==> src/rtl/ps2_kbd_rx.sv <==
// PS/2 keyboard receiver: synchronises the raw PS/2 lines, deframes 11-bit scan frames,
// folds E0/F0 prefixes into flags and queues {ext, brk, code} events in a show-ahead FIFO.
module ps2_kbd_rx #(
    parameter int unsigned FIFO_DEPTH     = 8,
    parameter int unsigned TIMEOUT_CYCLES = 50000
) (
    input  logic                          clk,
    input  logic                          clrn,
    input  logic                          ps2_clk,
    input  logic                          ps2_data,
    input  logic                          rd_en,
    output logic                          valid,
    output logic [7:0]                    code,
    output logic                          ext,
    output logic                          brk,
    output logic [$clog2(FIFO_DEPTH):0]   count,
    output logic                          overflow,
    output logic                          frame_err
);

    localparam int unsigned AW = $clog2(FIFO_DEPTH);
    localparam int unsigned CW = AW + 1;
    localparam int unsigned TW = $clog2(TIMEOUT_CYCLES + 1);

    typedef struct packed {
        logic       ext;
        logic       brk;
        logic [7:0] code;
    } entry_t;

    logic [2:0]  clk_sync_q, clk_sync_d;
    logic [1:0]  dat_sync_q, dat_sync_d;
    logic [3:0]  bitcnt_q, bitcnt_d;
    logic [10:0] shreg_q, shreg_d;
    logic [TW-1:0] tmo_q, tmo_d;
    logic        ext_pend_q, ext_pend_d;
    logic        brk_pend_q, brk_pend_d;
    logic [AW-1:0] wptr_q, wptr_d;
    logic [AW-1:0] rptr_q, rptr_d;
    logic [CW-1:0] count_q, count_d;
    logic        valid_q, valid_d;
    entry_t      head_q, head_d;
    logic        overflow_q, overflow_d;
    logic        frame_err_q, frame_err_d;

    entry_t      mem_q [FIFO_DEPTH];

    logic        strobe_c;
    logic        bit_c;
    logic [10:0] frame_c;
    logic        good_c;
    logic        push_c;
    logic        pop_c;
    logic        full_c;
    logic        wr_c;
    logic [CW-1:0] remain_c;
    entry_t      wdata_c;

    // Frame receiver: synchronisers, bit counter, shift register, prefix flags, timeout
    always_comb begin
        clk_sync_d  = {clk_sync_q[1:0], ps2_clk};
        dat_sync_d  = {dat_sync_q[0], ps2_data};
        bitcnt_d    = bitcnt_q;
        shreg_d     = shreg_q;
        tmo_d       = tmo_q;
        ext_pend_d  = ext_pend_q;
        brk_pend_d  = brk_pend_q;
        frame_err_d = 1'b0;
        push_c      = 1'b0;

        strobe_c = clk_sync_q[2] & ~clk_sync_q[1];
        bit_c    = dat_sync_q[1];
        frame_c  = {bit_c, shreg_q[10:1]};
        good_c   = ~frame_c[0] & frame_c[10] & (^frame_c[9:1]);
        wdata_c  = '{ext: ext_pend_q, brk: brk_pend_q, code: frame_c[8:1]};

        if (strobe_c) begin
            tmo_d = '0;
            if (bitcnt_q == 4'd10) begin
                bitcnt_d = 4'd0;
                if (good_c) begin
                    if (frame_c[8:1] == 8'hE0) begin
                        ext_pend_d = 1'b1;
                    end else if (frame_c[8:1] == 8'hF0) begin
                        brk_pend_d = 1'b1;
                    end else begin
                        push_c     = 1'b1;
                        ext_pend_d = 1'b0;
                        brk_pend_d = 1'b0;
                    end
                end else begin
                    frame_err_d = 1'b1;
                    ext_pend_d  = 1'b0;
                    brk_pend_d  = 1'b0;
                end
            end else begin
                bitcnt_d = bitcnt_q + 4'd1;
                shreg_d  = frame_c;
            end
        end else if (bitcnt_q != 4'd0) begin
            // A stalled partial frame is abandoned after TIMEOUT_CYCLES idle cycles
            if (tmo_q == TW'(TIMEOUT_CYCLES - 1)) begin
                tmo_d       = '0;
                bitcnt_d    = 4'd0;
                ext_pend_d  = 1'b0;
                brk_pend_d  = 1'b0;
                frame_err_d = 1'b1;
            end else begin
                tmo_d = tmo_q + TW'(1);
            end
        end else begin
            tmo_d = '0;
        end
    end

    // Show-ahead FIFO: head register is precomputed so outputs stay registered
    always_comb begin
        overflow_d = overflow_q;
        pop_c      = rd_en & valid_q;
        full_c     = (count_q == CW'(FIFO_DEPTH));
        wr_c       = push_c & (~full_c | pop_c);
        if (push_c & full_c & ~pop_c) begin
            overflow_d = 1'b1;
        end
        wptr_d   = wptr_q + AW'(wr_c);
        rptr_d   = rptr_q + AW'(pop_c);
        count_d  = count_q + CW'(wr_c) - CW'(pop_c);
        remain_c = count_q - CW'(pop_c);
        valid_d  = (count_d != '0);
        if (count_d == '0) begin
            head_d = '0;
        end else if (remain_c == '0) begin
            head_d = wdata_c;
        end else begin
            head_d = mem_q[rptr_d];
        end
    end

    always_ff @(posedge clk or negedge clrn) begin
        if (!clrn) begin
            clk_sync_q  <= '0;
            dat_sync_q  <= '0;
            bitcnt_q    <= '0;
            shreg_q     <= '0;
            tmo_q       <= '0;
            ext_pend_q  <= 1'b0;
            brk_pend_q  <= 1'b0;
            wptr_q      <= '0;
            rptr_q      <= '0;
            count_q     <= '0;
            valid_q     <= 1'b0;
            head_q      <= '0;
            overflow_q  <= 1'b0;
            frame_err_q <= 1'b0;
        end else begin
            clk_sync_q  <= clk_sync_d;
            dat_sync_q  <= dat_sync_d;
            bitcnt_q    <= bitcnt_d;
            shreg_q     <= shreg_d;
            tmo_q       <= tmo_d;
            ext_pend_q  <= ext_pend_d;
            brk_pend_q  <= brk_pend_d;
            wptr_q      <= wptr_d;
            rptr_q      <= rptr_d;
            count_q     <= count_d;
            valid_q     <= valid_d;
            head_q      <= head_d;
            overflow_q  <= overflow_d;
            frame_err_q <= frame_err_d;
        end
    end

    // Storage needs no reset: entries are only read once written
    always_ff @(posedge clk) begin
        if (wr_c) begin
            mem_q[wptr_q] <= wdata_c;
        end
    end

    assign valid     = valid_q;
    assign code      = head_q.code;
    assign ext       = head_q.ext;
    assign brk       = head_q.brk;
    assign count     = count_q;
    assign overflow  = overflow_q;
    assign frame_err = frame_err_q;

endmodule

==> config.mk <==
export PLATFORM = sky130hd
export DESIGN_NAME = ps2_kbd_rx
export DESIGN_NICKNAME = d
export VERILOG_FILES = /design/src/rtl/ps2_kbd_rx.sv
export SDC_FILE = /design/constraint.sdc
export NUM_CORES = 1
export LEC_CHECK = 0
export CORE_MARGIN = 3
export CORE_UTILIZATION = 54
export DETAILED_ROUTE_END_ITERATION = 8
export MAX_ROUTING_LAYER = met4
export PLACE_DENSITY = 0.72
export SLEW_MARGIN = 20
export SYNTH_ARGS = -nofsm -noshare
export SYNTH_HDL_FRONTEND = slang
export SYNTH_SLANG_ARGS = --single-unit
==> constraint.sdc <==
create_clock -name clk -period 3.7 [get_ports clk]
set_clock_uncertainty 0.1 [all_clocks]
set_input_delay 0.555 -clock clk [delete_from_list [all_inputs] [get_ports clk]]
set_output_delay 0.555 -clock clk [all_outputs]
set_load 0.1 [all_outputs]
**Yosys cells after proc, flatten, opt, wreduce, memory -nomap -nowiden**

Memories as Yosys holds them, arrays and structs flattened.
Index checks and enable logic that the tools add are counted.

- Input port bits: 5
- Word-level logic and storage cells: 89
- Memories kept: 1
- Bits in read-only memories: 0
- Bits in latches: 0
- Output and inout bits: 17
- Register bits: 61
- Bits in writable memories: 80

Memories:

| name | depth | bits a word | read ports | clocked after memory_dff | write ports | RTL line | RTL |
|---|---|---|---|---|---|---|---|
| mem_q | 8 | 10 | 1 | 0 | 1 | 46 | `entry_t mem_q [FIFO_DEPTH];` |

- Multiply operators: 0
- Divide/modulo/power cells: 0
- Add/subtract/negate cells: 7
- $lt $le $gt $ge: 0
- Bitwise logic cells: 13
- Equality and inequality tests: 8
- Muxes and demuxes: 33
- Reductions and logical operators: 11
- Shift operators: 0

Operators by type and width:

| operator | count |
|---|---|
| 16-bit 2-to-1 mux | 3 |
| 1-bit 2-to-1 mux | 24 |
| 10-bit 2-to-1 mux | 2 |
| 16-bit by 1-bit adder with 16-bit output (second input constant) | 1 |
| 16-bit equality test (second input constant) | 1 |
| 8-bit equality test (second input constant) | 2 |
| 4-bit 2-to-1 mux | 4 |
| 9-bit XOR reduction | 1 |
| 4-bit equality test (second input constant) | 2 |
| 4-bit logical NOT | 2 |
| 4-bit AND reduction | 2 |
| 4-bit nonzero test | 2 |
| 4-bit by 1-bit subtractor with 4-bit output | 2 |
| 1-bit AND | 7 |
| 3-bit by 1-bit adder with 3-bit output | 2 |
| 1-bit NOT | 5 |
| 4-bit by 1-bit adder with 4-bit output | 1 |
| 4-bit by 1-bit adder with 4-bit output (second input constant) | 1 |
| 4-bit inequality test (second input constant) | 1 |
| 2-bit AND reduction | 2 |
| 2-bit nonzero test | 2 |
| 3-bit inequality test (second input constant) | 1 |
| 2-bit by 1-bit inequality test with 1-bit output (second input constant) | 1 |
| 1-bit bitwise OR | 1 |

**Logic depth before layout (Yosys ltp)**

Gate-level depths: netlist of the first run.

- Word-level depth: 11
- Gate-level depth with buffers: 15

**Least setup slack after synthesis of the first run**

Ideal clock, no wire load.

- Path type: reg-to-reg
- Start point: reg shreg_q[2]
- End point: reg head_q, in the netlist brk
- Data arrival time: 3.485 ns
- Path slack: -0.027 ns
- Stages on the path, launching flop included: 16
- Period minus slack after synthesis: 3.727 ns
- Path buffers: 1
- Setup time: 0.142 ns
- Cells stage by stage: dfrtp_1 > inv_1 > ha_1 > xnor3_1 > xnor2_1 > nor4_2 > nand2_1 > ha_1 > inv_1 > ha_1 > inv_1 > fa_1 > inv_1 > nor4_1 > clkbuf_1 > a211oi_1

RTL lines:

| element | RTL line | RTL |
|---|---|---|
| start: declaration | 34 | `logic [10:0] shreg_q, shreg_d;` |
| start signal: assignment | 159 | `shreg_q <= shreg_d;` |
| end signal: assignment | 152 | `head_q <= '0;` |
| end signal: assignment | 167 | `head_q <= head_d;` |
| end: declaration | 42 | `entry_t head_q, head_d;` |

==> results.yml, run 1 <==
setup_path:
  arrival_ns: 3.93
  reg2reg_from: "shreg_q[5]"
  crit_path_start_kind: "flop"
  r2r_setup_slack_ns: 0.06
  required_ns: 3.99
  reg2regPathDepth: 16
  criticalPathCategory: "reg2reg"
  cp-endpoint: "code[2]"
  reg2reg_to: "code[2]"
  path_max_fanout: 5
  end_kind: "flop"
  cp-startpoint: "shreg_q[5]"
floorplan:
  die-area_um2: 12100
  die_w_um: 110
  row_count: 37
  core_um2: 10400
  pin_count: 22
  initial_utilization_pct: 56.0
  fp.dieH_um: 110
logic_synthesis:
  postSynthCellCount: 375
  netlist_area_um2: 5840
  synth_seq_cells: 140
  synthFlopType: "edfxtp_1"
  async_flop_share_pct: 42.9
  syn_nets: 401
  syn_area_per_cell_um2: 15.6
  yosysSeqAreaShare_pct: 66.9
  synth_cell_types: 47
  synth_warnings: 0
  synth_edf_count: 80
global_routing:
  grt_usage_pct: 19.5
  grt_max_degree: 41
  antenna_found_initial: 0
  grt_overflow_total: 0
  grt_pass1_vias: 3303
  grt_pass1_wl_mm: 16.6
drt:
  drc: 0
  drt_pass1_iterations: 4
  via_count: 3214
  wl_per_cell_um: 17.9
  drt-vias-per-instance: 5.51
  wl_mm: 10.4
  drt-initial-drc-count: 153
  antenna_left: 0
timing:
  finalCritPeriodShare_pct: 98.4
  rsz0062_at_grt: "yes"
  slew_headroom_pct: 34.6
  final-max-slew-violation-count: 0
  finalCriticalPeriod_ns: 3.64
  worst_pin_slew_ns: 0.978
  finalSetupViolations: 0
  max_freq_mhz: 275
  hold_viol: 0
  worst_slack_ns: 0.0606
finish:
  area_delta_synth_final_pct: 21.5
  finalNonFillerCells: 583
  diodes: 0
  drive_gt1_share_pct: 23.5
  utilization_pct: 68.1
  num-nets-final: 460
clock_tree:
  cts_tree: "yes"
  clkTransAtPathRegs_ns: 0.06
  cts_buffer_depth: 2
  cts_htree_levels: 4
  tritoncts.num_buffers: 17
  root_buffer: "clkbuf_8"
  clock_sinks: 140
  clk_latency_ns: 0.52
job:
  max_cap_violations: 0
place:
  place_hpwl_mm: 6.58
  place_ws_ns: 0.0292
  placed_cells: 545
  gp_congestion: 0.805
  port_buffers: 21
worst_hold_path:
  hold_class: "reg2reg"
  min_from: "clk_sync_q[0]"
power_and_ir_drop:
  cellLeakagePower_nw: 2.80
  totalPowerFinal_w: 0.00620
  power_density_nw_per_um2: 874
  ir_drop_uv: 565
run_status:
  outcome: "finished, final reports clean"
[kinds of logic (layout without fill, tap and decap cells)]
| family | after synthesis | count (layout) | synth area share [%] |
|---|---|---|---|
| AOI/OAI and AO/OA | 36 | 36 | 4.29 |
| muxes | 37 | 37 | 10.8 |
| buffers and inverters | 31 | 103 | 2.10 |
| adders and majority gates | 21 | 21 | 4.63 |
| xor gates and xnor gates | 20 | 20 | 3.24 |
| DFF | 140 | 140 | 66.9 |
| and+or+nand+nor | 90 | 90 | 8.10 |
[critical path, cell delays in order (launching register included)]
cell	delay [ns]
dfrtp_1	0.36
inv_1	0.06
ha_1	0.26
xnor3_2	0.44
xnor2_2	0.17
nor4_2	0.25
buf_4	0.18
nand2_4	0.06
ha_4	0.22
inv_4	0.05
ha_4	0.13
inv_2	0.04
fa_2	0.37
xor2_2	0.18
nor4_4	0.37
buf_4	0.22
a211oi_1	0.05
[area by class of cell]
cell class,instances,area (um^2)
flip-flops and latches,140,3900
repair buffers,51,437
clock buffers,18,418
well taps,136,170
inverters,20,77.6
multi-input cells,204,1880
fillers,729,3330
clock inverters,14,208
[worst min path at each step]
| stage | slack (ns) | cells after the start | endpoint |
|---|---|---|---|
| 2_1_floorplan | 0.16 | 0 | bitcnt_q[0] |
| 3_3_place_gp | 0.23 | 0 | clk_sync_q[1] |
| 3_5_place_dp | 0.23 | 0 | dat_sync_q[1] |
| 4_1_cts | 0.25 | 0 | dat_sync_q[1] |
| 5_1_grt | 0.26 | 0 | dat_sync_q[1] |
| 6_report | 0.25 | 0 | clk_sync_q[1] |
[power by group]
part	total (W)	switching, W	internal (W)
combinational	0.00240	0.00147	0.000928
clock	0.00177	0.000660	0.00111
sequential	0.00203	0.000117	0.00191
[metal layers]
layer  global-route usage [%]  vias to the layer above  share of wire [%]  routed length (um)
met4                     7.12                        0                1.0                 104
met3                     5.46                        8                4.1                 430
li1                         -                     1521                  -                   -
met5                        -                        -                  0                   0
met2                     32.0                       60                 54                5630
met1                     23.2                     1625                 41                4280
[state kept, by name, indices dropped and copies added (netlist names)]
| name | flops |
|---|---|
| count | 4 |
| shreg_q | 10 |
| wptr_q | 3 |
| tmo_q | 16 |
| dat_sync_q | 2 |
| clk_sync_q | 3 |
| valid | 1 |
| mem_q | 80 |
| brk_pend_q | 1 |
| overflow | 1 |
| ext | 1 |
| frame_err | 1 |
| brk | 1 |
| rptr_q | 3 |
| ext_pend_q | 1 |
| code | 8 |
| bitcnt_q | 4 |
[synthesized netlist by cell type, drive strengths merged, types with 6 or more instances]
library cell,instances,area (um^2)
nand4,6,37.5
mux2i,11,110
xnor2,6,52.6
nand2,14,52.6
inv,20,75.1
clkbuf,6,22.5
edfxtp,80,2400
dfrtp,60,1500
a211oi,10,75.1
xor2,13,114
nor2,36,135
nand3,8,40.0
mux4,20,450
mux2,6,67.6
o21ai,9,45.0
ha,20,250
[timing repair]
| item | 4_1_cts | 5_1_grt |
|---|---|---|
| gates cloned | 0 | 1 |
| pin swaps | 1 | 6 |
| hold buffers | 1 | 0 |
| resized for setup | 0 | 18 |
| endpoints found under the hold margin | 20 | 0 |
| buffers inserted | 0 | 4 |
| endpoints found under the setup margin | 11 | 11 |
[cells in the final DEF (no fill, tap or decap), drive strengths merged, types with 3 or more instances in the layout]
cell type / Yosys / routed
edfxtp: 80 / 80
dfrtp: 60 / 60
nor2: 36 / 36
buf: 5 / 30
inv: 20 / 25
mux4: 20 / 20
clkdlybuf4s50: 0 / 20
ha: 20 / 20
clkbuf: 6 / 18
nand2: 14 / 14
xor2: 13 / 13
mux2i: 11 / 11
a211oi: 10 / 10
o21ai: 9 / 9
nand3: 8 / 8
nand4: 6 / 6
xnor2: 6 / 6
mux2: 6 / 6
nand3b: 4 / 4
and3: 4 / 4
a21oi: 4 / 4
bufinv: 0 / 4
nor4: 4 / 4
nor3: 3 / 3
clkinv: 0 / 3
a31oi: 3 / 3
[stage by stage]
stage,hold slack [ns],TNS (ns),area [um^2]
after CTS,0.249,0,6990
after global placement,0.234,0,6350
final,0.249,0,7090
after global routing,0.261,-0.439,7090
after floorplan,0.159,0,5840
after detailed placement,0.235,0,6350
Power figures use the tool's default switching activity.
==> run 2: changes to the inputs <==
--- a/config.mk
+++ b/config.mk
@@ -8,8 +8,10 @@
 export CORE_MARGIN = 3
 export CORE_UTILIZATION = 54
 export DETAILED_ROUTE_END_ITERATION = 8
+export HOLD_SLACK_MARGIN = 0.1
 export MAX_ROUTING_LAYER = met4
 export PLACE_DENSITY = 0.72
+export RECOVER_POWER = 50
 export SLEW_MARGIN = 20
 export SYNTH_ARGS = -nofsm -noshare
 export SYNTH_HDL_FRONTEND = slang
==> run 2 against run 1 <==
Effect of this change: first-iteration DRC count increased by 9.8%; clock power about the same; sequential power about the same; critical path depth unchanged; power decreased by 0.53%; utilization decreased by 0.30 points; hold slack about the same; combinational power about the same; highest routed layer unchanged; clock-buffer cell count unchanged; sequential cell count unchanged; cell area decreased by 0.44%; final cell count unchanged.
==> results.yml, run 2 (synthesis gave the netlist of run 1 again) <==
clock_tree:
  clock_sinks: 140
  tritoncts.num_buffers: 17
  clkTransAtPathRegs_ns: 0.06
  cts_buffer_depth: 2
  cts_htree_levels: 4
  cts_tree: "yes"
  root_buffer: "clkbuf_8"
  clk_latency_ns: 0.52
place:
  port_buffers: 21
  placed_cell_area_um2: 6350
  gp_congestion: 0.805
  placed_cells: 545
  place_hpwl_mm: 6.58
timing:
  slew_headroom_pct: 29.3
  finalCriticalPeriod_ns: 3.64
  finalSetupViolations: 0
  hold_viol: 0
  final-max-slew-violation-count: 0
  max_freq_mhz: 275
  whs_ns: 0.249
  worst_pin_slew_ns: 1.06
  rsz0062_at_grt: "yes"
  finalCritPeriodShare_pct: 98.4
floorplan:
  die_w_um: 110
  die-area_um2: 12100
  core_um2: 10400
  initial_utilization_pct: 56.0
  row_count: 37
  fp.dieH_um: 110
  pin_count: 22
finish:
  finalNonFillerCells: 583
  nFillCells: 734
  top_register: "mem_q"
  final_common_cell: "edfxtp_1"
  diodes: 0
  num-nets-final: 460
  final_cell_mix: "80 x edfxtp_1, 60 x dfrtp_1, 36 x nor2_1, 20 x mux4_2, 20 x buf_4"
  area_delta_synth_final_pct: 20.9
  drive_gt1_share_pct: 21.5
  reg.largest.list: "mem_q (80), tmo_q (16), shreg_q (10)"
  fin_area_um2: 7060
  utilization_pct: 67.8
  largest_register_ffs: 80
global_routing:
  grt_usage_pct: 19.5
  grt_overflow_total: 0
  grt_max_degree: 41
  antenna_found_initial: 0
  grt_pass1_wl_mm: 16.6
  grt_pass1_vias: 3303
worst_hold_path:
  hold_class: "reg2reg"
  min_from: "clk_sync_q[0]"
  whs_endpoint: "clk_sync_q[1]"
  min_delay_path_depth: 0
setup_path:
  crit_path_start_kind: "flop"
  reg2reg_from: "shreg_q[5]"
  crit_chain: "inv_1 -> ha_1 -> xnor3_2 -> xnor2_2 -> nor4_2 -> buf_4 -> nand2_4 -> ha_4 -> inv_4 -> ha_4 -> inv_2 -> fa_2 -> xor2_2 -> nor4_4 -> buf_4 -> a211oi_1"
  reg2reg_to: "code[2]"
  path_max_fanout: 5
  cp_slowest_cell: "xnor3_2"
  arrival_ns: 3.93
  reg2regPathDepth: 16
  required_ns: 3.99
  end_kind: "flop"
  critical-path-max-stage-delay_ns: 0.44
  criticalPathCategory: "reg2reg"
  r2r_setup_slack_ns: 0.06
power_and_ir_drop:
  cellLeakagePower_nw: 2.77
  ir_drop_uv: 565
  totalPowerFinal_w: 0.00616
  power_density_nw_per_um2: 873
drt:
  wl_met2_mm: 5.59
  drc: 0
  met3_length_um: 475
  via_count: 3199
  highest_layer: "met4"
  wl_met1_mm: 4.26
  drt_pass1_iterations: 4
  antenna_left: 0
  drt-initial-drc-count: 168
  wl_per_cell_um: 17.9
  wl_mm: 10.4
  drt-vias-per-instance: 5.49
job:
  max_cap_violations: 0
run_status:
  outcome: "finished, final reports clean"
## run 2: changes by cell type in the layout (fill, tap and decap cells not counted), sizes merged
cell           delta
buf               -9
dlygate4sd3       +2
clkdlybuf4s50     -2
clkbuf            +9
## run 2: critical path: cells and delay by family, from the launching register on
kind	cells	cell delay [ns]
xor+xnor	3	0.79
compound gates	1	0.05
simple gates	3	0.67
fa+ha+maj	4	0.98
buf+inv	5	0.55
flops	1	0.36
## run 2: power by group
| part | total (W) | switching [W] | internal, W |
|---|---|---|---|
| Combinational | 0.00237 | 0.00147 | 0.000899 |
| Clock | 0.00177 | 0.000659 | 0.00111 |
| Sequential | 0.00203 | 0.000116 | 0.00191 |
## run 2: through the flow
stage	TNS [ns]	worst slack [ns]
global placement	0	0.113
global route	-0.439	-0.0620
detailed placement	0	0.0292
CTS	0	0.0342
finish	0	0.0593
floorplan	0	0.0407
## run 2: area by class of cell
type	count	area (um^2)	area share [%]
Multi-Input combinational cell	204	1880	26.6
Clock buffer	18	418	5.92
Tap cell	136	170	2.41
Timing Repair Buffer	51	405	5.74
Inverter	20	77.6	1.10
Clock inverter	14	208	2.94
Sequential cell	140	3900	55.3
## run 2: repair_timing
item,CTS,global route
cloned,0,1
endpoints found under the setup margin,11,11
buffers inserted,0,4
hold buffers,1,0
gates resized for setup,0,18
pin swaps,1,6
hold endpoints to repair,20,0
## run 2: worst max path at each step
stage / from / endpoint / slack, ns
floorplan: shreg_q[2] / brk / 0.04
global placement: shreg_q[2] / code[6] / 0.11
detailed placement: shreg_q[2] / code[0] / 0.03
CTS: shreg_q[2] / code[0] / 0.03
global route: shreg_q[5] / code[2] / -0.06
finish: shreg_q[5] / code[2] / 0.06
## run 2: routing by layer
| metal | GRT usage, % | vias to the layer above |
|---|---|---|
| met1 | 23.2 | 1602 |
| met4 | 7.12 | 0 |
| met2 | 32.0 | 64 |
| li1 | - | 1524 |
| met3 | 5.46 | 9 |
| met5 | - | - |
==> run 3: changes to the inputs <==
--- a/config.mk
+++ b/config.mk
@@ -5,6 +5,7 @@
 export SDC_FILE = /design/constraint.sdc
 export NUM_CORES = 1
 export LEC_CHECK = 0
+export CAP_MARGIN = 15
 export CORE_MARGIN = 3
 export CORE_UTILIZATION = 54
 export DETAILED_ROUTE_END_ITERATION = 8
==> results of run 3 <==
Final layout, timing and power as in run 2 (identical DEF).
